**src/rtl/if_fetch_stage_pkg.sv**
```systemverilog
// Shared types and constants for the instruction fetch stage and its IF/ID register.
package if_fetch_stage_pkg;

    typedef enum logic [1:0] {
        IF_REQ  = 2'b00,
        IF_HOLD = 2'b01,
        IF_DROP = 2'b10
    } if_state_e;

    localparam logic [31:0] IF_NOP_INSTR = 32'hE1A0_0000;

    typedef struct packed {
        logic [31:0] pc;
        logic [31:0] instr;
        logic        valid;
    } if_id_t;

    function automatic logic [31:0] pc_inc(input logic [31:0] pc);
        return pc + 32'd4;
    endfunction

    function automatic logic [31:0] word_align(input logic [31:0] addr);
        return {addr[31:2], 2'b00};
    endfunction

endpackage

```
**src/rtl/if_id_reg.sv**
```systemverilog
// IF/ID pipeline register: {pc, instruction, valid}; flush beats load, otherwise it holds.
module if_id_reg
    import if_fetch_stage_pkg::*;
#(
    parameter logic [31:0] NOP_INSTR = IF_NOP_INSTR
) (
    input  logic   clk,
    input  logic   rst,
    input  logic   i_flush,
    input  logic   i_load,
    input  if_id_t i_d,
    output if_id_t o_q
);

    if_id_t r_q;

    // NOTE: sequential state uses non-blocking assignments so every flop samples pre-edge values.
    always_ff @(posedge clk or posedge rst) begin
        if (rst) begin
            r_q <= '{pc: 32'd0, instr: NOP_INSTR, valid: 1'b0};
        end else if (i_flush) begin
            r_q <= '{pc: 32'd0, instr: NOP_INSTR, valid: 1'b0};
        end else if (i_load) begin
            r_q <= i_d;
        end
    end

    assign o_q = r_q;

endmodule

```
**src/rtl/if_fetch_stage.sv**
```systemverilog
// Fetch stage: owns the PC, runs the req/ready handshake to instruction memory,
// parks words arriving under freeze in a skid buffer, and feeds the IF/ID register.
module if_fetch_stage
    import if_fetch_stage_pkg::*;
#(
    parameter logic [31:0] RESET_PC  = 32'h0000_0000,
    parameter logic [31:0] NOP_INSTR = IF_NOP_INSTR
) (
    input  logic        clk,
    input  logic        rst,
    input  logic        freeze,
    input  logic        branch_taken,
    input  logic [31:0] branch_addr,
    output logic        imem_req,
    output logic [31:0] imem_addr,
    input  logic        imem_ready,
    input  logic [31:0] imem_rdata,
    output logic [31:0] pc_out,
    output logic [31:0] instruction_out,
    output logic        valid_out
);

    if_state_e   r_state, w_state_next;
    logic [31:0] r_pc, w_pc_next;
    logic [31:0] r_addr;
    logic        r_req;
    logic [31:0] r_skid_pc, r_skid_instr;

    logic        w_resp, w_held, w_skid_load;
    logic        w_ifid_flush, w_ifid_load;
    if_id_t      w_ifid_d, w_ifid_q;

    assign w_resp = r_req &  imem_ready;
    assign w_held = r_req & ~imem_ready;

    // NOTE: every always_comb output gets a default first so no path can infer a latch.
    always_comb begin
        w_state_next = r_state;
        w_pc_next    = r_pc;
        w_skid_load  = 1'b0;
        w_ifid_flush = 1'b0;
        w_ifid_load  = 1'b0;
        w_ifid_d     = '{pc: pc_inc(r_pc), instr: imem_rdata, valid: 1'b1};

        if (branch_taken) begin
            w_pc_next    = word_align(branch_addr);
            w_ifid_flush = 1'b1;
            case (r_state)
                IF_REQ:  w_state_next = w_held ? IF_DROP : IF_REQ;
                IF_DROP: w_state_next = IF_DROP;
                default: w_state_next = IF_REQ;
            endcase
        end else begin
            case (r_state)
                IF_REQ: begin
                    if (w_resp) begin
                        w_pc_next = pc_inc(r_pc);
                        if (freeze) begin
                            w_skid_load  = 1'b1;
                            w_state_next = IF_HOLD;
                        end else begin
                            w_ifid_load = 1'b1;
                        end
                    end else if (!freeze) begin
                        w_ifid_load = 1'b1;
                        w_ifid_d    = '{pc: w_ifid_q.pc, instr: NOP_INSTR, valid: 1'b0};
                    end
                end
                IF_HOLD: begin
                    if (!freeze) begin
                        w_ifid_load  = 1'b1;
                        w_ifid_d     = '{pc: r_skid_pc, instr: r_skid_instr, valid: 1'b1};
                        w_state_next = IF_REQ;
                    end
                end
                IF_DROP: begin
                    if (w_resp) w_state_next = IF_REQ;
                end
                default: w_state_next = IF_REQ;
            endcase
        end
    end

    // An outstanding request is never withdrawn or re-addressed; a new one starts
    // from the next PC whenever the next state is not parking a word.
    always_ff @(posedge clk or posedge rst) begin
        if (rst) begin
            r_state      <= IF_REQ;
            r_pc         <= RESET_PC;
            r_addr       <= RESET_PC;
            r_req        <= 1'b0;
            r_skid_pc    <= 32'd0;
            r_skid_instr <= NOP_INSTR;
        end else begin
            r_state <= w_state_next;
            r_pc    <= w_pc_next;
            if (w_held) begin
                r_req <= 1'b1;
            end else begin
                r_req  <= (w_state_next != IF_HOLD);
                r_addr <= w_pc_next;
            end
            if (w_skid_load) begin
                r_skid_pc    <= pc_inc(r_pc);
                r_skid_instr <= imem_rdata;
            end
        end
    end

    if_id_reg #(
        .NOP_INSTR (NOP_INSTR)
    ) u_if_id_reg (
        .clk     (clk),
        .rst     (rst),
        .i_flush (w_ifid_flush),
        .i_load  (w_ifid_load),
        .i_d     (w_ifid_d),
        .o_q     (w_ifid_q)
    );

    assign imem_req        = r_req;
    assign imem_addr       = r_addr;
    assign pc_out          = w_ifid_q.pc;
    assign instruction_out = w_ifid_q.instr;
    assign valid_out       = w_ifid_q.valid;

endmodule

```
**config.mk**
```make
export PLATFORM = sky130hd
export DESIGN_NAME = if_fetch_stage
export DESIGN_NICKNAME = d
export VERILOG_FILES = /design/src/rtl/if_fetch_stage_pkg.sv /design/src/rtl/if_id_reg.sv /design/src/rtl/if_fetch_stage.sv
export SDC_FILE = /design/constraint.sdc
export NUM_CORES = 1
export LEC_CHECK = 0
export CELL_PAD_IN_SITES_DETAIL_PLACEMENT = 0
export CELL_PAD_IN_SITES_GLOBAL_PLACEMENT = 2
export CORE_UTILIZATION = 36
export DETAILED_ROUTE_END_ITERATION = 8
export PLACE_DENSITY = 0.9
export SLEW_MARGIN = 20
export SYNTH_ARGS = -nofsm -noshare
export SYNTH_HDL_FRONTEND = slang
export SYNTH_HIERARCHICAL = 1
export SYNTH_SLANG_ARGS = --single-unit
```
**constraint.sdc**
```tcl
create_clock -name clk -period 10 [get_ports clk]
set_input_delay 2 -clock clk [delete_from_list [all_inputs] [get_ports clk]]
set_output_delay 2 -clock clk [all_outputs]
set_load 0.05 [all_outputs]
```
======== Word level (Yosys, flattened, before mapping) ========
Index checks and enable logic that the tools add are counted.
word-level totals
  register bits ........................... 196
  bits in latches ......................... 0
  RAM bits ................................ 0
  ROM bits ................................ 0
  bits of input ports ..................... 69
  output and inout bits ................... 98
  memories kept ........................... 0
cells by class
  add/sub/neg operators ................... 1
  multiply operators ...................... 0
  div/mod/pow operators ................... 0
  magnitude comparators ................... 0
  equality and inequality tests ........... 4
  shifts and indexed selects .............. 0
  muxes and demuxes ....................... 27
  bitwise logic cells ..................... 3
  reduce and logical (&&, ||, !) cells .... 4
operators with widths
  kind                                            number
  2-to-1 mux 65 bit                               6
  case mux 65 bit (2 select lines)                1
  2-to-1 mux 32 bit                               3
  adder 32 x 3 -> 32 bit (second input constant)  1
  2-to-1 mux 2 bit                                6
  2-to-1 mux 1 bit                                9
  case mux 2 bit (3 select lines)                 1
  != test 5 x 4 -> 1 bit (second input constant)  1
  case mux 2 bit (2 select lines)                 1
  AND 1 bit                                       2
  == test 2 x 1 -> 1 bit (second input constant)  1
  == test 2 bit (second input constant)           1
  logical NOT 2 bit                               1
  != test 2 x 1 -> 1 bit (second input constant)  1
  AND reduction 2 bit                             1
  nonzero test 2 bit                              1
  OR reduction 2 bit                              1
  inverter 1 bit                                  1

======== Longest topological paths before layout ========
Gate-level depths: netlist (run 1).
  word-level depth ........................ 7
  gate-level depth with buffers ........... 10
  depth with buffers taken out ............ 8

======== Hierarchy ========
The synthesis (run 1) kept the hierarchy.
by module, submodules not included
  module          times used  cells an instance  area an instance (um^2)  seq. area each (um^2)
  if_fetch_stage  1           803                7064.3                   3285.7
  if_id_reg       1           211                2706.3                   1634.1

======== Worst setup path before layout (run 1) ========
No wires, ideal clock.
  kind .................................... input port to flip-flop
  start ................................... input port imem_ready
  end ..................................... register u_if_id_reg.r_q (netlist bit u_if_id_reg/o_q[60])
  library setup time ...................... 73 ps
  arrival ................................. 3401 ps
  required time ........................... 9927 ps
  setup slack ............................. 6526 ps
  stages .................................. 8
  buffers on the path ..................... 2
  cells stage by stage .................... a2111oi_2 > and2_1 > buf_2 > buf_2 > a22oi_1 > a21oi_1 > mux2i_1 > nor2_1
RTL lines
  what                  line                  source
  start, declared       if_fetch_stage.sv:16  input logic imem_ready,
  end signal, assigned  if_id_reg.sv:20       r_q <= '{pc: 32'd0, instr: NOP_INSTR, valid: 1'b0};
  end signal, assigned  if_id_reg.sv:22       r_q <= '{pc: 32'd0, instr: NOP_INSTR, valid: 1'b0};
  end signal, assigned  if_id_reg.sv:24       r_q <= i_d;
  end, declared         if_id_reg.sv:15       if_id_t r_q;

==> flow_summary.json, run 1 <==
{
  "boundaryPins": 167,
  "synth_seq_area_share_pct": 50.35,
  "synthFlopType": "dfrtp_1",
  "dr.pass1.iters": 5,
  "reg2reg_from": "r_state[1]",
  "r2r-end": "imem_addr[27]",
  "min_to": "r_skid_instr[30]",
  "hold_path_class": "flip-flop to flip-flop",
  "setup_tns_ns": 0,
  "place_area_sq_um": 11550,
  "cts_hold_buf": 0,
  "yosysTopAreaCellShare_pct": 47.13,
  "cp_common_cell": "buf_4",
  "hold_path_startpoint": "r_skid_instr[30]",
  "async_reset_ff_share_pct": 100.0,
  "slowest_stage": "buf_4",
  "power_leakage_nw": 5.170,
  "finalWeightedCongestion": 0.8603,
  "synthesis.nets": 1084,
  "num_rows": 59,
  "fp.coreArea_sq_um": 26350,
  "yosysUniqueCellTypes": 54,
  "wirelength_mm": 26.69,
  "htreeDepth": 4,
  "utilization_pct": 46.19,
  "cts_setup_buffers": 0,
  "synth_area_leader_cell": "dfrtp_1",
  "root_buffer": "clkbuf_16",
  "power_density_nw_per_um2": 177.5,
  "final_hold_viol_count": 0,
  "drive_gt1_share_pct": 8.028,
  "cts_sinks": 196,
  "max_cap_violations": 0,
  "grt_pass1_vias": 7615,
  "synthCells": 1014,
  "max_slew_margin_pct": 27.30,
  "path_cells": "buf_4 > buf_4 > inv_1 > buf_4 > and2_2 > buf_4 > a22oi_1 > and2_1 > o22ai_1 > mux2i_1 > nor2_1",
  "grt_antenna_before_repair": 1,
  "drc": 0,
  "worst_hold_path.num_cells": 2,
  "dp_slack_ns": 4.703,
  "vias": 7792,
  "grt_max_degree": 93,
  "drt_first_iter_violations": 596,
  "critPathCaptureType": "flip-flop",
  "start_util_pct": 37.07,
  "synth_commonest_cells": "nand2_1 (203), dfrtp_1 (184), nor2_1 (98), mux2i_1 (60), o21ai_0 (60)",
  "die_area_sq_um": 27800,
  "synth.area.top_cells": "dfrtp_1 (47%), nand2_1 (7.8%), mux2i_1 (6.1%), nor2_1 (3.8%), dfstp_2 (3.2%)",
  "overflow": 0,
  "io_buffer_count": 164,
  "postRouteAntennaNets": 0,
  "synth.avg_cell_area_sq_um": 9.636,
  "fin_ws_ns": 5.157,
  "final-setup-viol-count": 0,
  "finalPower_mw": 2.160,
  "synth_edf_count": 0,
  "ff2ff_setup_slack_ns": 6.86,
  "numCtsBuffers": 17,
  "drt-wirelength-per-cell_um": 18.01,
  "cts_resized": 0,
  "grt_pass1_wl_mm": 42.96,
  "slew_violations": 0,
  "cts_tree": "built",
  "syn_to_final_growth_pct": 24.59,
  "die_y_um": 166.7,
  "status": "complete, no violations",
  "skew_ns": 0.01440,
  "clk_latency_ns": 0.44,
  "timing.critical_path.max_delay_family": "buffers and inverters",
  "cp.arrival_ns": 5.13,
  "nNetsFinal": 1203,
  "clkTransAtPathRegs_ns": 0.07,
  "fp.dieW_um": 166.7,
  "ys_warn_count": 6,
  "period_share_pct": 48.43,
  "yosysMostFrequentCell": "nand2_1",
  "rr_worst_depth": 5,
  "gr-usage-all-layers_pct": 19.59,
  "viasPerCell": 5.258,
  "worstMarginPinSlew_ns": 1.081,
  "dp_hpwl_mm": 16.92,
  "critPathLaunchType": "input pin",
  "critPathMaxStageDelay_ns": 0.73,
  "worst-path-buf-inv": 5,
  "rsz0062_at_grt": "no",
  "clock_path_buffers": 2,
  "vdd_drop_max_uv": 102.2,
  "required_ns": 10.29,
  "period_minus_slack_ns": 4.843,
  "fmax_mhz": 206.5,
  "criticalPathCategory": "input pin to flip-flop",
  "ys_ff_latch": 196,
  "critPathMaxFanout": 75,
  "finalInstanceArea_sq_um": 12170,
  "syn_area_sq_um": 9771
}
-- kinds of logic (layout without fill, tap and decap cells) --
kind of cell	Yosys count	after routing	synth area share [%]
other cells	0	1	0
mux	77	77	8.106
compound gates	180	180	12.73
simple gates	419	419	19.23
xor+xnor	52	52	4.661
flops	196	196	50.35
buf+inv	89	221	4.789
fa+ha+maj	1	1	0.1280
-- flip-flops by register name (all words and copies together) (netlist names) --
signal	flops
r_skid_instr	32
imem_req	1
r_skid_pc	32
u_if_id_reg/o_q	65
imem_addr	32
r_state	2
r_pc	32
-- final cells by class --
type,instances,area [sq um]
fill,2510,14180
sequential,196,4920
multi-input combinational,729,4433
timing repair buffer,178,1757
clock buffer,18,429.2
tap,335,419.2
clock inverter,14,166.4
inverter,11,46.29
antenna,1,2.502
-- metal layers --
metal  vias up  share of wire, %  GRT usage, %
li1       3762                 -             -
met1      3752                49         28.29
met2       255                45         30.03
met3        23               5.2         3.683
met4         0               1.1         5.072
met5         -                 0             0
-- report_power, final --
| group | internal, mW | switching, mW | total [mW] |
|---|---|---|---|
| registers | 0.912 | 0.0845 | 0.997 |
| logic | 0.174 | 0.282 | 0.456 |
| clock network | 0.377 | 0.330 | 0.707 |
-- stage by stage --
step | hold WS (ns) | cells
2_1_floorplan | 0.4393 | 1014
3_3_place_gp | 0.4465 | 1448
3_5_place_dp | 0.4488 | 1448
4_1_cts | 0.4613 | 1480
5_1_grt | 0.4672 | 1481
6_report | 0.4597 | 1482
-- worst max path at each step --
| stage | slack (ns) | startpoint | to | cells after the start |
|---|---|---|---|---|
| after floorplan | 4.51 | rst | imem_addr[0] | 1 |
| after global placement | 4.75 | branch_taken | u_if_id_reg/o_q[57] | 11 |
| after detailed placement | 4.70 | branch_taken | u_if_id_reg/o_q[57] | 11 |
| after CTS | 5.17 | branch_taken | u_if_id_reg/o_q[57] | 11 |
| after global routing | 4.91 | branch_taken | u_if_id_reg/o_q[57] | 11 |
| final | 5.16 | branch_taken | u_if_id_reg/o_q[57] | 11 |
-- worst min-delay path: cells and delay by family, from the launching register on --
kind / cells / cell delay, ns
and+or+nand+nor: 2 / 0.09
DFF: 1 / 0.37
-- layout by cell type (no fill, tap or decap), types with 4 or more instances in the layout --
master	synthesis	final
mux2i_1	60	60
nor2_1	98	97
o31ai_1	6	6
nand2_1	203	203
a211o_1	6	6
a221o_1	13	13
xor2_1	22	22
nor4_1	13	13
nor3_1	12	11
clkbuf_16	0	17
nand3_1	27	26
o22ai_1	7	7
nor2b_1	9	8
or3_1	4	4
clkdlybuf4s50_1	0	163
xnor2_1	30	30
buf_4	2	14
mux2_2	17	17
and3_1	17	17
inv_6	0	4
and4_1	4	4
a22o_1	27	27
dfrtp_1	184	184
dfstp_2	12	12
o21ai_0	60	59
a22oi_1	26	26
nand4_1	13	13
inv_1	11	9
and2_1	6	5
a21oi_1	21	21
Power figures use the tool's default switching activity.
==> inputs of run 2 (changes only) <==
CORE_UTILIZATION = 30   (was 36)
PLACE_DENSITY = 0.8   (was 0.9)
clock period = 4.3 ns   (was 10 ns; I/O delays follow)
==> run 2 against run 1 <==
  * Die area grew 20%
  * Sequential cell count is the same
  * Critical path type unchanged
  * Final area grew 1.3%
  * Via count shrank 0.18%
  * Sequential share of layout area shrank 0.50 points
  * Critical path depth shrank 5
  * Sequential power grew 130%
  * First-iteration DRC count shrank 24%
  * Final cell count grew 7.5%
  * Clock power grew 120%
  * Largest power group unchanged
  * Non-clock buffer count grew 11
  * Power grew 130%
==> flow_summary.json, run 2 (synthesis gave the netlist of run 1 again) <==
{
  "timing.critical_path.max_delay_family": "simple AND/OR/NAND/NOR gates",
  "power_density_nw_per_um2": 398.7,
  "finalInstanceArea_sq_um": 12330,
  "largest_reg_flops": 65,
  "hold_path_class": "flip-flop to flip-flop",
  "cts_sinks": 196,
  "final_common_cell": "nand2_1",
  "slowest_stage": "nor4_1",
  "finalWeightedCongestion": 0.8635,
  "clk_latency_ns": 0.44,
  "numCtsBuffers": 17,
  "cts_tree": "built",
  "critPathMaxStageDelay_ns": 0.68,
  "path_cells": "clkdlybuf4s50_1 > nand4bb_1 > nor4_1 > nand3_1 > xnor2_1 > a221o_1",
  "nNetsFinal": 1214,
  "syn_to_final_growth_pct": 26.15,
  "max_cap_violations": 0,
  "setup_tns_ns": 0,
  "viasPerCell": 4.883,
  "num_rows": 65,
  "clkTransAtPathRegs_ns": 0.07,
  "max_slew_margin_pct": 31.00,
  "status": "complete, no violations",
  "postRouteAntennaNets": 0,
  "fill_cells": 3172,
  "clock_path_buffers": 2,
  "multi_input_area_sq_um": 4431,
  "fin_ws_ns": 1.222,
  "wirelength_mm": 28.24,
  "p_switching_mw": 1.617,
  "period_share_pct": 71.58,
  "hold-worst-slack_ns": 0.4606,
  "die_y_um": 182.5,
  "grt_pass1_wl_mm": 44.57,
  "fmax_mhz": 324.9,
  "worstMarginPinSlew_ns": 1.035,
  "vias": 7778,
  "grt_pass1_vias": 7590,
  "power.share.clock_pct": 31.1,
  "grt_antenna_before_repair": 2,
  "dr.pass1.iters": 5,
  "period_minus_slack_ns": 3.078,
  "fp.coreArea_sq_um": 31800,
  "place_area_sq_um": 11770,
  "drt-wirelength-per-cell_um": 17.73,
  "gr-usage-all-layers_pct": 17.21,
  "critPathMaxFanout": 8,
  "cts_setup_buffers": 0,
  "slew_violations": 0,
  "fp.dieW_um": 182.5,
  "drive_gt1_share_pct": 8.989,
  "io_buffer_count": 164,
  "dp_hpwl_mm": 18.46,
  "overflow": 0,
  "grt_max_degree": 93,
  "required_ns": 4.62,
  "skew_ns": 0.01125,
  "final-setup-viol-count": 0,
  "regArea_sq_um": 4920,
  "critPathLaunchType": "input pin",
  "htreeDepth": 4,
  "final_cell_mix": "nand2_1 (203), dfrtp_1 (184), clkdlybuf4s50_1 (163)",
  "critPathCaptureType": "flip-flop",
  "worst-path-buf-inv": 1,
  "drc": 0,
  "swShare_pct": 32.90,
  "combPwrFrac_pct": 21.8,
  "cts_resized": 0,
  "root_buffer": "clkbuf_16",
  "cp.arrival_ns": 3.40,
  "final_hold_viol_count": 0,
  "dp_slack_ns": 0.8539,
  "p_int_mw": 3.298,
  "die_area_sq_um": 33300,
  "power_leakage_nw": 5.193,
  "drt_first_iter_violations": 453,
  "rsz0062_at_grt": "no",
  "pwr-share-seq_pct": 47.2,
  "boundaryPins": 167,
  "vdd_drop_max_uv": 280.9,
  "criticalPathCategory": "input pin to flip-flop",
  "cts_hold_buf": 0,
  "start_util_pct": 30.73
}
run 2: cell count changes in the layout (fill, tap and decap cells not counted), sizes merged:
cell | before | now
buf | 15 | 26
bufinv | 2 | 0
clkbuf | 18 | 19
clkinv | 4 | 6
clkinvlp | 2 | 4
inv | 17 | 14
run 2: worst reg2reg max path: stages, from the launching register on:
cell	delay, ns
dfrtp_1	0.50
ha_1	0.34
nand4_2	0.19
or4_1	0.80
nor3_1	0.32
xnor2_1	0.24
o22ai_1	0.12
mux2i_1	0.16
nor2_1	0.06
run 2: cell type report:
type / instances / area share, %
well taps: 435 / 4.416
diodes: 1 / 0.02030
clock inverters: 13 / 0.8222
multi-input cells: 729 / 35.95
clock buffers: 19 / 3.594
inverters: 11 / 0.3654
repair buffers: 189 / 14.92
flip-flops and latches: 196 / 39.91
run 2: through the flow:
step	util [%]	total power [mW]	cells
2_1_floorplan	-	3.047	1014
3_3_place_gp	37.01	3.415	1560
3_5_place_dp	37.02	3.432	1560
4_1_cts	38.73	4.979	1592
5_1_grt	38.75	5.181	1592
6_report	38.76	4.915	1593
run 2: worst paths after layout:
check | from | to | slack (ns) | cells past startpoint
setup / recovery | imem_ready | imem_addr[25] | 1.22 | 6
hold / removal | r_skid_instr[24] | r_skid_instr[24] | 0.46 | 2
setup reg to reg | r_pc[2] | u_if_id_reg/o_q[59] | 1.43 | 8
hold reg to reg | r_skid_instr[24] | r_skid_instr[24] | 0.46 | 2
max in group asynchronous | rst | u_if_id_reg/o_q[32] | 2.55 | 3
min in group asynchronous | rst | r_skid_instr[20] | 0.74 | 2
run 2: power groups by stage:
stage	Clock [mW]	Sequential, mW	Combinational, mW
final	1.53	2.32	1.07
after global routing	1.66	2.35	1.17
after CTS	1.58	2.32	1.08
after detailed placement	0	2.35	1.08
after global placement	0	2.35	1.07
after floorplan	0	2.53	0.512
run 2: layer usage:
metal	wire length, um	part of all wire (%)	vias to the layer above	GRT usage, %
met2	12590	45	220	26.72
met5	8	0.028	-	0
met1	13940	49	3742	24.30
met4	374	1.3	2	4.067
li1	-	-	3787	-
met3	1333	4.7	27	3.712
==> inputs of run 3 (changes only) <==
clock period = 2.8 ns   (was 4.3 ns; I/O delays follow)
==> run 3 against run 2 <==
  * Global-route usage up 0.25 points
  * Register-to-register slack worse by 1.1 ns
  * Die area unchanged
  * Clock power up 58%
  * Worst setup slack worse by 0.93 ns
  * Worst hold slack worse by 0.00075 ns
  * Clock skew up 0.011 ns
  * Final cell count up 1.7%
  * Non-clock buffer count up 27
  * Critical path type is now flip-flop to flip-flop
  * Highest routed layer is now met4
==> flow_summary.json, run 3 (synthesis gave the netlist of run 1 again) <==
{
  "power_density_nw_per_um2": 607.2,
  "fin_ws_ns": 0.2965,
  "finalPower_mw": 7.678,
  "fp.dieW_um": 182.5,
  "grt_pass1_vias": 7590,
  "die_area_sq_um": 33300,
  "drc": 0,
  "grt_max_degree": 63,
  "worstMarginPinSlew_ns": 0.7150,
  "boundaryPins": 167,
  "period_share_pct": 89.41,
  "postRouteAntennaNets": 0,
  "nNetsFinal": 1241,
  "max_slew_margin_pct": 52.34,
  "skew_ns": 0.02203,
  "die_y_um": 182.5,
  "rsz0062_at_grt": "no",
  "grt_busiest_layer": "met2",
  "fp.coreArea_sq_um": 31800,
  "syn_to_final_growth_pct": 29.40,
  "numCtsBuffers": 17,
  "final_cell_mix": "nand2_1 (203), dfrtp_1 (184), clkdlybuf4s50_1 (163)",
  "drt_first_iter_violations": 556,
  "htreeDepth": 4,
  "timing.critical_path.max_delay_family": "simple AND/OR/NAND/NOR gates",
  "grt_use_met1_pct": 25.22,
  "cts_tree": "built",
  "finalWeightedCongestion": 0.9255,
  "final_common_cell": "nand2_1",
  "root_buffer": "clkbuf_16",
  "final-setup-viol-count": 0,
  "criticalPathCategory": "flip-flop to flip-flop",
  "final_hold_viol_count": 0,
  "max_cap_violations": 0,
  "cts_sinks": 196,
  "place_area_sq_um": 12070,
  "grt_antenna_before_repair": 1,
  "critPathLaunchType": "flip-flop",
  "start_util_pct": 30.73,
  "finalInstanceArea_sq_um": 12640,
  "fmax_mhz": 399.4,
  "clk_latency_ns": 0.44,
  "cts_setup_buffers": 0,
  "vias": 7912,
  "critPathMaxStageDelay_ns": 0.58,
  "wirelength_mm": 28.75,
  "slowest_stage": "or4_1",
  "cp.arrival_ns": 2.79,
  "dp_hpwl_mm": 19.33,
  "io_buffer_count": 164,
  "worst-path-buf-inv": 1,
  "vdd_drop_max_uv": 434.9,
  "largest_reg_flops": 65,
  "cts_resized": 0,
  "drt-wirelength-per-cell_um": 17.75,
  "grt_pass1_wl_mm": 45.12,
  "setup_tns_ns": 0,
  "period_minus_slack_ns": 2.504,
  "critPathCaptureType": "flip-flop",
  "path_cells": "ha_1 > nand4_2 > or4_1 > buf_4 > nor3_1 > xnor2_1 > o22ai_1 > mux2i_1 > nor2_1",
  "num_rows": 65,
  "overflow": 0,
  "fin_cells": 1620,
  "drive_gt1_share_pct": 10.90,
  "cts_hold_buf": 0,
  "hold_path_class": "flip-flop to flip-flop",
  "critPathMaxFanout": 10,
  "power_leakage_nw": 5.368,
  "use_met3_pct": 3.393,
  "dr.pass1.iters": 5,
  "slew_violations": 0,
  "clock_path_buffers": 2,
  "gr-usage-met2_pct": 26.44,
  "required_ns": 3.09,
  "status": "complete, no violations",
  "clkTransAtPathRegs_ns": 0.08,
  "gr-usage-all-layers_pct": 17.45,
  "dp_slack_ns": 0.1165,
  "placed_cells": 1587,
  "viasPerCell": 4.884
}
## run 3: worst register-to-register path: cells and delay by family, from the launching register on
family	cells	cell delay [ns]
AND/OR/NAND/NOR	4	1.00
flip-flops	1	0.41
adder cells (fa/ha/maj)	1	0.24
XOR/XNOR	1	0.22
buffers and inverters	1	0.21
multiplexers	1	0.16
AO/OA/AOI/OAI	1	0.11
## run 3: area by class of cell
| type | count | area [sq um] |
|---|---|---|
| diodes | 2 | 5.005 |
| well taps | 435 | 544.3 |
| repair buffers | 216 | 2142 |
| clock buffers | 19 | 452.9 |
| multi-input cells | 729 | 4422 |
| clock inverters | 12 | 112.6 |
| flip-flops and latches | 196 | 4920 |
| inverters | 11 | 45.04 |
| fillers | 3169 | 19160 |
## run 3: report_power, final
group	internal, mW	switching [mW]
Clock	1.22	1.20
Combinational	0.671	1.04
Sequential	3.26	0.292
## run 3: stage by stage
stage          utilization, %  hold WS, ns
2_1_floorplan               -       0.4393
3_3_place_gp            37.97       0.4468
3_5_place_dp            37.97       0.4493
4_1_cts                 39.74       0.4610
5_1_grt                 39.74       0.4695
6_report                39.76       0.4599
## run 3: metal layers
| layer | up-vias | share of wire (%) |
|---|---|---|
| met5 | - | 0 |
| met4 | 0 | 1.4 |
| met3 | 31 | 5.0 |
| met2 | 229 | 44 |
| met1 | 3799 | 49 |
| li1 | 3853 | - |
## run 3: worst paths after layout
check,start,endpoint,slack (ns),depth (start not counted)
max,r_pc[3],u_if_id_reg/o_q[59],0.30,9
min,r_skid_instr[30],r_skid_instr[30],0.46,2
max reg2reg,r_pc[3],u_if_id_reg/o_q[59],0.30,9
min reg2reg,r_skid_instr[30],r_skid_instr[30],0.46,2
max in group asynchronous,rst,u_if_id_reg/o_q[31],1.58,3
min in group asynchronous,rst,r_skid_pc[4],0.50,2
